### src/rtl/cfg_chain_pkg.sv
// Shared types and helpers for the serial configuration chain loader.
// Latency: n/a (package only).
// Backpressure: n/a (package only).
package cfg_chain_pkg;

  // Loader sequencing: one LOW/HIGH pair per chain bit, then LATCH and FIN.
  typedef enum logic [2:0] {
    IDLE,
    LOW,
    HIGH,
    LATCH,
    FIN
  } cfg_state_t;

  // Bit index width; kept at least 1 bit so tiny chains still elaborate.
  function automatic int cfg_idx_w(input int width);
    return (width > 1) ? $clog2(width) : 1;
  endfunction

  // Cycles from the accept edge to the DONE cycle.
  function automatic int cfg_load_cycles(input int width, input int div);
    return 2 * div * width + 2;
  endfunction

endpackage

### src/rtl/cfg_chain_divider.sv
// Serial-clock phase divider: ticks on the last system cycle of each DIV-cycle phase.
// Latency: tick_o is combinational from the counter; first tick DIV cycles after load_i.
// Backpressure: none; counts only while run_i is high and holds otherwise.
//
// Ports:
//   CLK, RESET  system clock, async active-low reset
//   load_i      reload the counter (phase start from idle)
//   run_i       a serial-clock phase is in progress
//   tick_o      current cycle is the last of the phase
module cfg_chain_divider
  import cfg_chain_pkg::*;
#(
  parameter int DIV = 2
) (
  input  logic CLK,
  input  logic RESET,
  input  logic load_i,
  input  logic run_i,
  output logic tick_o
);

  localparam int CW = $clog2(DIV + 1);
  localparam logic [CW-1:0] RELOAD = CW'(DIV - 1);

  logic [CW-1:0] cnt_q;
  logic [CW-1:0] cnt_d;

  assign tick_o = run_i && (cnt_q == '0);

  // A tick is also a phase change, so it reloads for the following phase.
  always_comb begin
    cnt_d = cnt_q;
    if (load_i || tick_o) begin
      cnt_d = RELOAD;
    end else if (run_i) begin
      cnt_d = cnt_q - 1'b1;
    end
  end

  always_ff @(posedge CLK or negedge RESET) begin
    if (!RESET) begin
      cnt_q <= '0;
    end else begin
      cnt_q <= cnt_d;
    end
  end

endmodule

### src/rtl/cfg_chain_loader.sv
// Serial loader: shifts a parallel word into an external config chain, then latches it.
// Latency: accept edge to DONE is 2*DIV*WIDTH+2 cycles; one word per 2*DIV*WIDTH+3 cycles.
// Backpressure: IN_READY only while idle; IN_VALID during a load is ignored, no queueing.
//
// Optional feature macro: CFG_CHAIN_READBACK_EN (compare CHAIN_Q against the previous word).
// Ports:
//   CLK, RESET     system clock, async active-low reset (aborts a load, no latch)
//   IN_VALID/READY/DATA  parallel word handshake
//   CHAIN_CLK/D/LATCH    serial clock, data and shadow latch strobe to the chain
//   CHAIN_Q        chain serial output, used only for readback
//   BUSY, DONE, MISMATCH status; MISMATCH is meaningful only in the DONE cycle
module cfg_chain_loader
  import cfg_chain_pkg::*;
#(
  parameter int WIDTH     = 16,
  parameter int DIV       = 2,
  parameter int MSB_FIRST = 1
) (
  input  logic             CLK,
  input  logic             RESET,
  input  logic             IN_VALID,
  output logic             IN_READY,
  input  logic [WIDTH-1:0] IN_DATA,
  output logic             CHAIN_CLK,
  output logic             CHAIN_D,
  input  logic             CHAIN_Q,
  output logic             CHAIN_LATCH,
  output logic             BUSY,
  output logic             DONE,
  output logic             MISMATCH
);

  localparam int IW = cfg_idx_w(WIDTH);
  localparam logic [IW-1:0] LAST_IDX = IW'(WIDTH - 1);

  cfg_state_t       state_q;
  logic [WIDTH-1:0] data_q;
  logic [IW-1:0]    idx_q;
  logic             in_ready_q;
  logic             chain_clk_q;
  logic             chain_d_q;
  logic             latch_q;
  logic             busy_q;
  logic             done_q;
  logic             accept;
  logic             tick;
  logic             run;

  // Bit k of a word in shift order.
  function automatic logic sbit(input logic [WIDTH-1:0] w, input logic [IW-1:0] k);
    if (MSB_FIRST != 0) begin
      sbit = w[LAST_IDX - k];
    end else begin
      sbit = w[k];
    end
  endfunction

  // in_ready_q is only ever set in IDLE, so it alone qualifies the accept.
  assign accept = IN_VALID && in_ready_q;
  assign run    = (state_q == LOW) || (state_q == HIGH);

  cfg_chain_divider #(.DIV(DIV)) u_div (
    .CLK    (CLK),
    .RESET  (RESET),
    .load_i (accept),
    .run_i  (run),
    .tick_o (tick)
  );

  always_ff @(posedge CLK or negedge RESET) begin
    if (!RESET) begin
      state_q     <= IDLE;
      data_q      <= '0;
      idx_q       <= '0;
      in_ready_q  <= 1'b0;
      chain_clk_q <= 1'b0;
      chain_d_q   <= 1'b0;
      latch_q     <= 1'b0;
      busy_q      <= 1'b0;
      done_q      <= 1'b0;
    end else begin
      case (state_q)
        IDLE: begin
          // Also raises IN_READY on the first edge after reset release.
          in_ready_q <= 1'b1;
          if (accept) begin
            data_q     <= IN_DATA;
            idx_q      <= '0;
            chain_d_q  <= sbit(IN_DATA, '0);
            in_ready_q <= 1'b0;
            busy_q     <= 1'b1;
            state_q    <= LOW;
          end
        end
        LOW: begin
          if (tick) begin
            chain_clk_q <= 1'b1;
            state_q     <= HIGH;
          end
        end
        HIGH: begin
          if (tick) begin
            chain_clk_q <= 1'b0;
            if (idx_q == LAST_IDX) begin
              latch_q <= 1'b1;
              state_q <= LATCH;
            end else begin
              // Next bit changes with the falling CHAIN_CLK edge, a full phase before the rise.
              idx_q     <= idx_q + 1'b1;
              chain_d_q <= sbit(data_q, idx_q + 1'b1);
              state_q   <= LOW;
            end
          end
        end
        LATCH: begin
          latch_q <= 1'b0;
          done_q  <= 1'b1;
          state_q <= FIN;
        end
        FIN: begin
          done_q     <= 1'b0;
          busy_q     <= 1'b0;
          in_ready_q <= 1'b1;
          state_q    <= IDLE;
        end
        default: state_q <= IDLE;
      endcase
    end
  end

  assign IN_READY    = in_ready_q;
  assign CHAIN_CLK   = chain_clk_q;
  assign CHAIN_D     = chain_d_q;
  assign CHAIN_LATCH = latch_q;
  assign BUSY        = busy_q;
  assign DONE        = done_q;

`ifdef CFG_CHAIN_READBACK_EN
  logic [WIDTH-1:0] shadow_q;
  logic             flag_q;
  logic             mismatch_q;
  logic             exp_q;

  // After the rising edge for bit i, the chain's last flop holds the bit that
  // entered WIDTH-1 edges earlier: old word bit i+1, or for the final bit the
  // first bit of the word now being loaded.
  assign exp_q = (idx_q == LAST_IDX) ? sbit(data_q, '0) : sbit(shadow_q, idx_q + 1'b1);

  always_ff @(posedge CLK or negedge RESET) begin
    if (!RESET) begin
      shadow_q   <= '0;
      flag_q     <= 1'b0;
      mismatch_q <= 1'b0;
    end else begin
      if (accept) begin
        flag_q <= 1'b0;
      end else if ((state_q == HIGH) && tick && (CHAIN_Q != exp_q)) begin
        flag_q <= 1'b1;
      end
      mismatch_q <= (state_q == LATCH) ? flag_q : 1'b0;
      if (state_q == FIN) begin
        shadow_q <= data_q;
      end
    end
  end

  assign MISMATCH = mismatch_q;
`else
  logic unused_chain_q;
  assign unused_chain_q = CHAIN_Q;
  assign MISMATCH       = 1'b0;
`endif

endmodule

### config.mk
export PLATFORM = sky130hd
export DESIGN_NAME = cfg_chain_loader
export DESIGN_NICKNAME = d
export VERILOG_FILES = /design/src/rtl/cfg_chain_pkg.sv /design/src/rtl/cfg_chain_divider.sv /design/src/rtl/cfg_chain_loader.sv
export SDC_FILE = /design/constraint.sdc
export NUM_CORES = 1
export LEC_CHECK = 0
export CORE_MARGIN = 8
export CORE_UTILIZATION = 52
export CTS_CLUSTER_DIAMETER = 30
export DETAILED_ROUTE_END_ITERATION = 10
export PLACE_DENSITY_LB_ADDON = 0.25
export SLEW_MARGIN = 25
export SYNTH_ARGS = -nofsm -noshare
export SYNTH_HDL_FRONTEND = slang
export SYNTH_SLANG_ARGS = --single-unit
### constraint.sdc
create_clock -name CLK -period 2.3 [get_ports CLK]
set_input_delay 0.46 -clock CLK [delete_from_list [all_inputs] [get_ports CLK]]
set_output_delay 0.46 -clock CLK [all_outputs]
set_load 0.1 [all_outputs]
==> results of run 1 <==
-- per-stage QoR --
step	worst slack [ns]	utilization, %
after floorplan	0.104	-
after global placement	0.324	64.9
after CTS	0.376	68.0
final	0.383	68.0
after detailed placement	0.297	64.9
after global routing	0.245	68.0
-- worst max-delay path: cells and delay by family (launching register included) --
family	cells	cell delay, ns
mux	1	0.36
fa+ha+maj	1	0.25
xor+xnor	1	0.31
simple gates	1	0.18
compound gates	2	0.28
flops	1	0.42
-- flip-flops by register name, indices dropped and copies added, names as in the netlist --
register and cells:
BUSY 1, CHAIN_CLK 1, CHAIN_D 1, CHAIN_LATCH 1
DONE 1, IN_READY 1, data_q 16, idx_q 4
state_q 3, u_div.cnt_q 2
-- cell families after synthesis --
kind of cell    after synthesis  share of synthesized area (%)
buf+inv                      15                           4.69
simple gates                 30                           9.95
fa+ha+maj                     2                           1.62
compound gates               28                           11.2
flops                        31                           50.2
other cells                   1                          0.242
mux                          22                           19.8
xor+xnor                      4                           2.27
-- metal layers --
layer,GRT usage (%),routed length [um],vias to the layer above
met2,20.8,1400,27
met5,0,0,-
li1,-,-,526
met4,7.66,72,0
met1,15.6,1320,544
met3,4.18,161,7
-- power groups by stage --
stage / Combinational, mW / Sequential, mW / Clock, mW
after floorplan: 0.720 / 1.06 / 0
after global routing: 1.20 / 0.965 / 0.482
after global placement: 1.07 / 0.926 / 0
after detailed placement: 1.11 / 0.942 / 0
final: 1.10 / 0.932 / 0.447
after CTS: 1.11 / 0.930 / 0.461
-- cell usage in the layout (no fill, tap or decap), types with 3 or more instances in the layout --
master | synthesis | final
dfrtp_1 | 31 | 31
nor2b_1 | 3 | 3
clkdlybuf4s50_1 | 0 | 18
clkbuf_4 | 0 | 5
nand3_1 | 3 | 3
nor2_1 | 11 | 11
mux2_1 | 16 | 16
buf_4 | 1 | 8
o21ai_0 | 5 | 5
mux4_1 | 4 | 4
o21ai_1 | 5 | 5
nand2_1 | 7 | 7
inv_1 | 6 | 6
a31oi_1 | 3 | 3
a21oi_1 | 6 | 6
-- path summary, 6_finish.rpt --
check                        endpoint  cells past startpoint  slack, ns
max                           CHAIN_D                      6       0.38
min                        data_q[14]                      1       0.49
max reg2reg                   CHAIN_D                      6       0.38
min reg2reg                data_q[14]                      1       0.49
max in group asynchronous  data_q[12]                      2       1.51
min in group asynchronous    idx_q[2]                      2       0.51
-- area by class of cell --
type | instances | area, um2
clock buffers | 6 | 51.3
clock inverters | 2 | 35.0
fillers | 207 | 891
inverters | 6 | 22.5
multi-input cells | 87 | 707
flip-flops and latches | 31 | 776
well taps | 31 | 38.8
repair buffers | 27 | 260
==> metrics.cfg, run 1 <==
[status]
outcome = complete, no violations

[drt]
routed_wl_um = 2960
drcViolationCount = 0
first_iter_violations = 55
vias = 1104
via_per_inst = 5.81
wire_per_inst_um = 15.6
ant_nets = 0
drt_first_pass_iters = 4

[sta]
fin_hold_ws_ns = 0.489
rsz0062_at_grt = no
finalSetupViolCount = 0
finalCritPeriodShare_pct = 83.3
tns_ns = 0
slew_viol_final = 0
hold_violations = 0
timing.final.crit_period_ns = 1.92
clock.fmax_ghz = 0.522
clock_skew_ns = 0.00757

[final_layout]
layout-drive-gt1-share_pct = 13.2
final_area_um2 = 1890
n_antenna_cell = 0
syn_to_final_growth_pct = 22.2
final_cells = 190
nNetsFinal = 180

[clocking]
cts_setup_buffers = 0
cts_resized = 0
insertion_delay_ns = 0.34
clockBufferDepth = 2
cts_made_buffers = 5
clk_pin_slew_worst_paths_ns = 0.10
clock-sinks = 31
cts_hold_buf = 0
cts_tree = built
h-tree-depth = 2
cts-root-buf = clkbuf_4

[global_route]
grt_pass1_wl_um = 5330
grt_usage_pct = 13.2
antenna_found_initial = 0
grt-ovfl-total = 0
grt_pass1_vias = 1165
grt_max_degree = 32

[power]
p_comb_share_pct = 44.3
p_int_mw = 1.50
seq_power_share_pct = 37.6
p_per_area_nw_per_um2 = 1310
switching_power_uw = 978
peakVddDrop_v = 0.00111
finalPower_mw = 2.48
power.share.switching_pct = 39.5
leakage_nw = 0.806
clockPowerShare_pct = 18.1

[placed_design]
dpl.hpwl_um = 2190
io_buffers = 24
place_congestion = 0.799
dp_cells = 182
post_dp_cell_area_um2 = 1800

[logic_synthesis]
synthCells = 133
syn_area_um2 = 1550
synth_top_cell_area_share_pct = 50.2
async_reset_ff_share_pct = 100
ys_warn_count = 0
synth_area_leaders = dfrtp_1 (50%), mux2_1 (12%), mux4_1 (6.8%), nor2_1 (2.7%), a21oi_1 (1.9%)
synthTopCellsByCount = dfrtp_1 (31), mux2_1 (16), nor2_1 (11)
synth.avg_cell_area_um2 = 11.6
ys_seq_area_share_pct = 50.2
synth_edf_count = 0
ys.flop_type = dfrtp_1
synth-seq-cells = 31
ys_types = 35
syn-num-nets = 155
synthMostInstantiatedCell = dfrtp_1
synth_area_leader_cell = dfrtp_1

[critical_path]
path_cells = ha_1 > xor2_1 > mux4_1 > nor3b_2 > a221oi_2 > o31ai_1
r2r-start = idx_q[1]
crit_path_max_incr_delay_ns = 0.42
criticalPathCategory = reg2reg
cp-start-kind = flip-flop
crit_required_ns = 2.51
path_max_fanout = 4
cp_slowest_cell = dfrtp_1
end_kind = flip-flop
crit_start = idx_q[1]
critPathArrivalTime_ns = 2.13

[floorplanning]
fp.dieH_um = 70.5
coreArea_um2 = 2780
rows = 19
start_util_pct = 55.6
io_pins = 27
die_area_um2 = 4980
die_w_um = 70.5

[worst_hold_path]
min-delay-start = data_q[14]
hp-class = reg2reg

[run]
cap_viol_max_count = 0

Note: power is estimated with default switching activity, not from simulation.
==> inputs of run 2 (changes only) <==
Settings changed: CORE_UTILIZATION 52 to 47.
Clock period 2.3 ns to 1.7 ns, I/O delays scaled along.
==> run 2 against run 1 <==
  * Final area is 11% higher
  * Clock power up 12%
  * Die area increased by 8.2%
  * Routed wire length increased by 4.8%
  * The run now ends with negative setup slack left
  * Combinational power rose by 58%
  * Worst hold slack got worse by 0.11 ns
  * Core utilization decreased by 3.6 points
  * Clock skew increased by 0.0082 ns
  * Worst setup slack got worse by 0.43 ns
  * Largest cell class unchanged
  * Power is 42% higher
==> metrics.cfg, run 2 (synthesis results as in run 1) <==
[drt]
ant_nets = 0  ; unchanged
drcViolationCount = 0  ; unchanged
drt_first_pass_iters = 4  ; unchanged
routed_wl_um = 3100  ; was 2960 um
first_iter_violations = 146  ; was 55
via_per_inst = 5.14  ; was 5.81
vias = 1130  ; was 1104
wire_per_inst_um = 14.1  ; was 15.6 um

[status]
outcome = finished, violations left  ; was complete, no violations
violations = negative setup slack

[sta]
clock.fmax_ghz = 0.573  ; was 0.522 GHz
hold_violations = 0  ; unchanged
finalSetupViolCount = 1  ; was 0
worst_slack_ns = -0.0439  ; was 0.383 ns
clock_skew_ns = 0.0158  ; was 0.00757 ns
timing.final.crit_period_ns = 1.74  ; was 1.92 ns
slew_viol_final = 0  ; unchanged
rsz0062_at_grt = yes  ; was no
finalCritPeriodShare_pct = 103  ; was 83.3%

[global_route]
grt_pass1_wl_um = 5290  ; was 5330 um
grt_usage_pct = 12.6  ; was 13.2%
grt-ovfl-total = 0  ; unchanged
grt_max_degree = 32  ; unchanged
grt_pass1_vias = 1202  ; was 1165
antenna_found_initial = 0  ; unchanged

[clocking]
cts_tree = built  ; unchanged
cts_setup_buffers = 0  ; unchanged
cts_made_buffers = 5  ; unchanged
insertion_delay_ns = 0.33  ; was 0.34 ns
cts-root-buf = clkbuf_4  ; unchanged
clk_pin_slew_worst_paths_ns = 0.11  ; was 0.10 ns
h-tree-depth = 2  ; unchanged
clock-sinks = 31  ; unchanged
clockBufferDepth = 2  ; unchanged
cts_hold_buf = 0  ; unchanged

[floorplanning]
fp.dieH_um = 73.4  ; was 70.5 um
die_w_um = 73.4  ; was 70.5 um
die_area_um2 = 5380  ; was 4980 um2
rows = 21  ; was 19
start_util_pct = 47.5  ; was 55.6%
io_pins = 27  ; unchanged
coreArea_um2 = 3260  ; was 2780 um2

[final_layout]
final_cells = 220  ; was 190
layout-drive-gt1-share_pct = 24.1  ; was 13.2%
largest_registers = data_q x16, idx_q x4, state_q x3  ; unchanged
layout_commonest_cell = dfrtp_1  ; unchanged
syn_to_final_growth_pct = 35.5  ; was 22.2%
n_antenna_cell = 0  ; unchanged
nNetsFinal = 195  ; was 180
final_cell_mix = dfrtp_1 (29), clkdlybuf4s50_1 (18), buf_4 (17)  ; was dfrtp_1 (31), clkdlybuf4s50_1 (18), mux2_1 (16)
top_register = data_q  ; unchanged
utilization_pct = 64.3  ; was 68.0%
largest_register_ffs = 16  ; unchanged

[critical_path]
criticalPathCategory = reg2reg  ; unchanged
crit_path_max_incr_delay_ns = 0.48  ; was 0.42 ns
path_cells = buf_6 > mux4_2 > mux2_4 > a221oi_2 > o31ai_1  ; was ha_1 > xor2_1 > mux4_1 > nor3b_2 > a221oi_2 > o31ai_1
r2r-start = idx_q[0]  ; was idx_q[1]
critPathArrivalTime_ns = 1.95  ; was 2.13 ns
cp_slowest_cell = mux4_2  ; was dfrtp_1
cp_num_buf_inv = 1  ; was 0
end_kind = flip-flop  ; unchanged
crit_start = idx_q[0]  ; was idx_q[1]
path_max_fanout = 4  ; unchanged
cp-start-kind = flip-flop  ; unchanged
crit_family = multiplexers  ; was flip-flops
crit_required_ns = 1.91  ; was 2.51 ns

[power]
finalPower_mw = 3.52  ; was 2.48 mW
leakage_nw = 0.892  ; was 0.806 nW
p_per_area_nw_per_um2 = 1680  ; was 1310 nW/um2
peakVddDrop_v = 0.000837  ; was 0.00111 V

[placed_design]
pre_cts_ws_ns = -0.155  ; was 0.297 ns
io_buffers = 24  ; unchanged
dpl.hpwl_um = 2370  ; was 2190 um
dp_cells = 212  ; was 182
place_congestion = 0.777  ; was 0.799

[run]
cap_viol_max_count = 0  ; unchanged

[worst_hold_path]
hp-class = in2async  ; was reg2reg

[run 2: changes by cell type in the layout (fill, tap and decap cells not counted), moves of 2 or more]
cell     before  now
mux4_1        4    2
mux4_2        0    2
buf_12        1    6
buf_4         8   17
dfrtp_1      31   29
[run 2: metal layers]
metal / track usage [%] / up-vias / wire length, um
met3: 4.09 / 4 / 136
met5: 0 / - / 0
met1: 14.9 / 551 / 1420
li1: - / 555 / -
met2: 20.1 / 20 / 1510
met4: 6.21 / 0 / 38
[run 2: path summary, 6_finish.rpt]
| path | to | slack, ns | depth (start not counted) |
|---|---|---|---|
| max | CHAIN_D | -0.04 | 5 |
| min | idx_q[3] | 0.38 | 2 |
| max reg2reg | CHAIN_D | -0.04 | 5 |
| min reg2reg | data_q[11] | 0.49 | 1 |
| max in group asynchronous | IN_READY | 1.00 | 2 |
| min in group CLK | data_q[11] | 0.49 | 1 |
[run 2: worst reg2reg max path, cell delays in order, from the launching register on]
cell      delay (ns)
dfrtp_2         0.43
buf_6           0.12
mux4_2          0.48
mux2_4          0.28
a221oi_2        0.22
o31ai_1         0.09
[run 2: where the power goes]
part | internal, mW | switching, mW
registers | 1.05 | 0.238
logic | 0.862 | 0.879
clock network | 0.242 | 0.257
[run 2: layout make-up]
| type | instances | area (um2) |
|---|---|---|
| fill | 271 | 1160 |
| tap | 46 | 57.6 |
| inverter | 6 | 22.5 |
| sequential | 31 | 781 |
| clock inverter | 1 | 7.51 |
| clock buffer | 7 | 65.1 |
| multi-input combinational | 87 | 723 |
| timing repair buffer | 42 | 439 |
[run 2: stage by stage]
step | setup TNS (ns) | cell area, um2 | hold slack (ns)
after floorplan | 0 | 1560 | 0.0444
after global placement | -2.43 | 2000 | 0.461
after detailed placement | -2.50 | 2000 | 0.468
after CTS | -0.0909 | 2100 | 0.379
after global routing | -0.165 | 2100 | 0.427
final | -0.0439 | 2100 | 0.377
[run 2: timing repair]
action | in CTS | in global routing
setup endpoints to repair | 1 | 1
resized for setup | 7 | 0
pin swaps | 2 | 2
==> inputs of run 3 (changes only) <==
Settings changed: HOLD_SLACK_MARGIN set to 0.06.
==> results of run 3 <==
The final DEF is identical to that of run 2; final timing and power are the same.
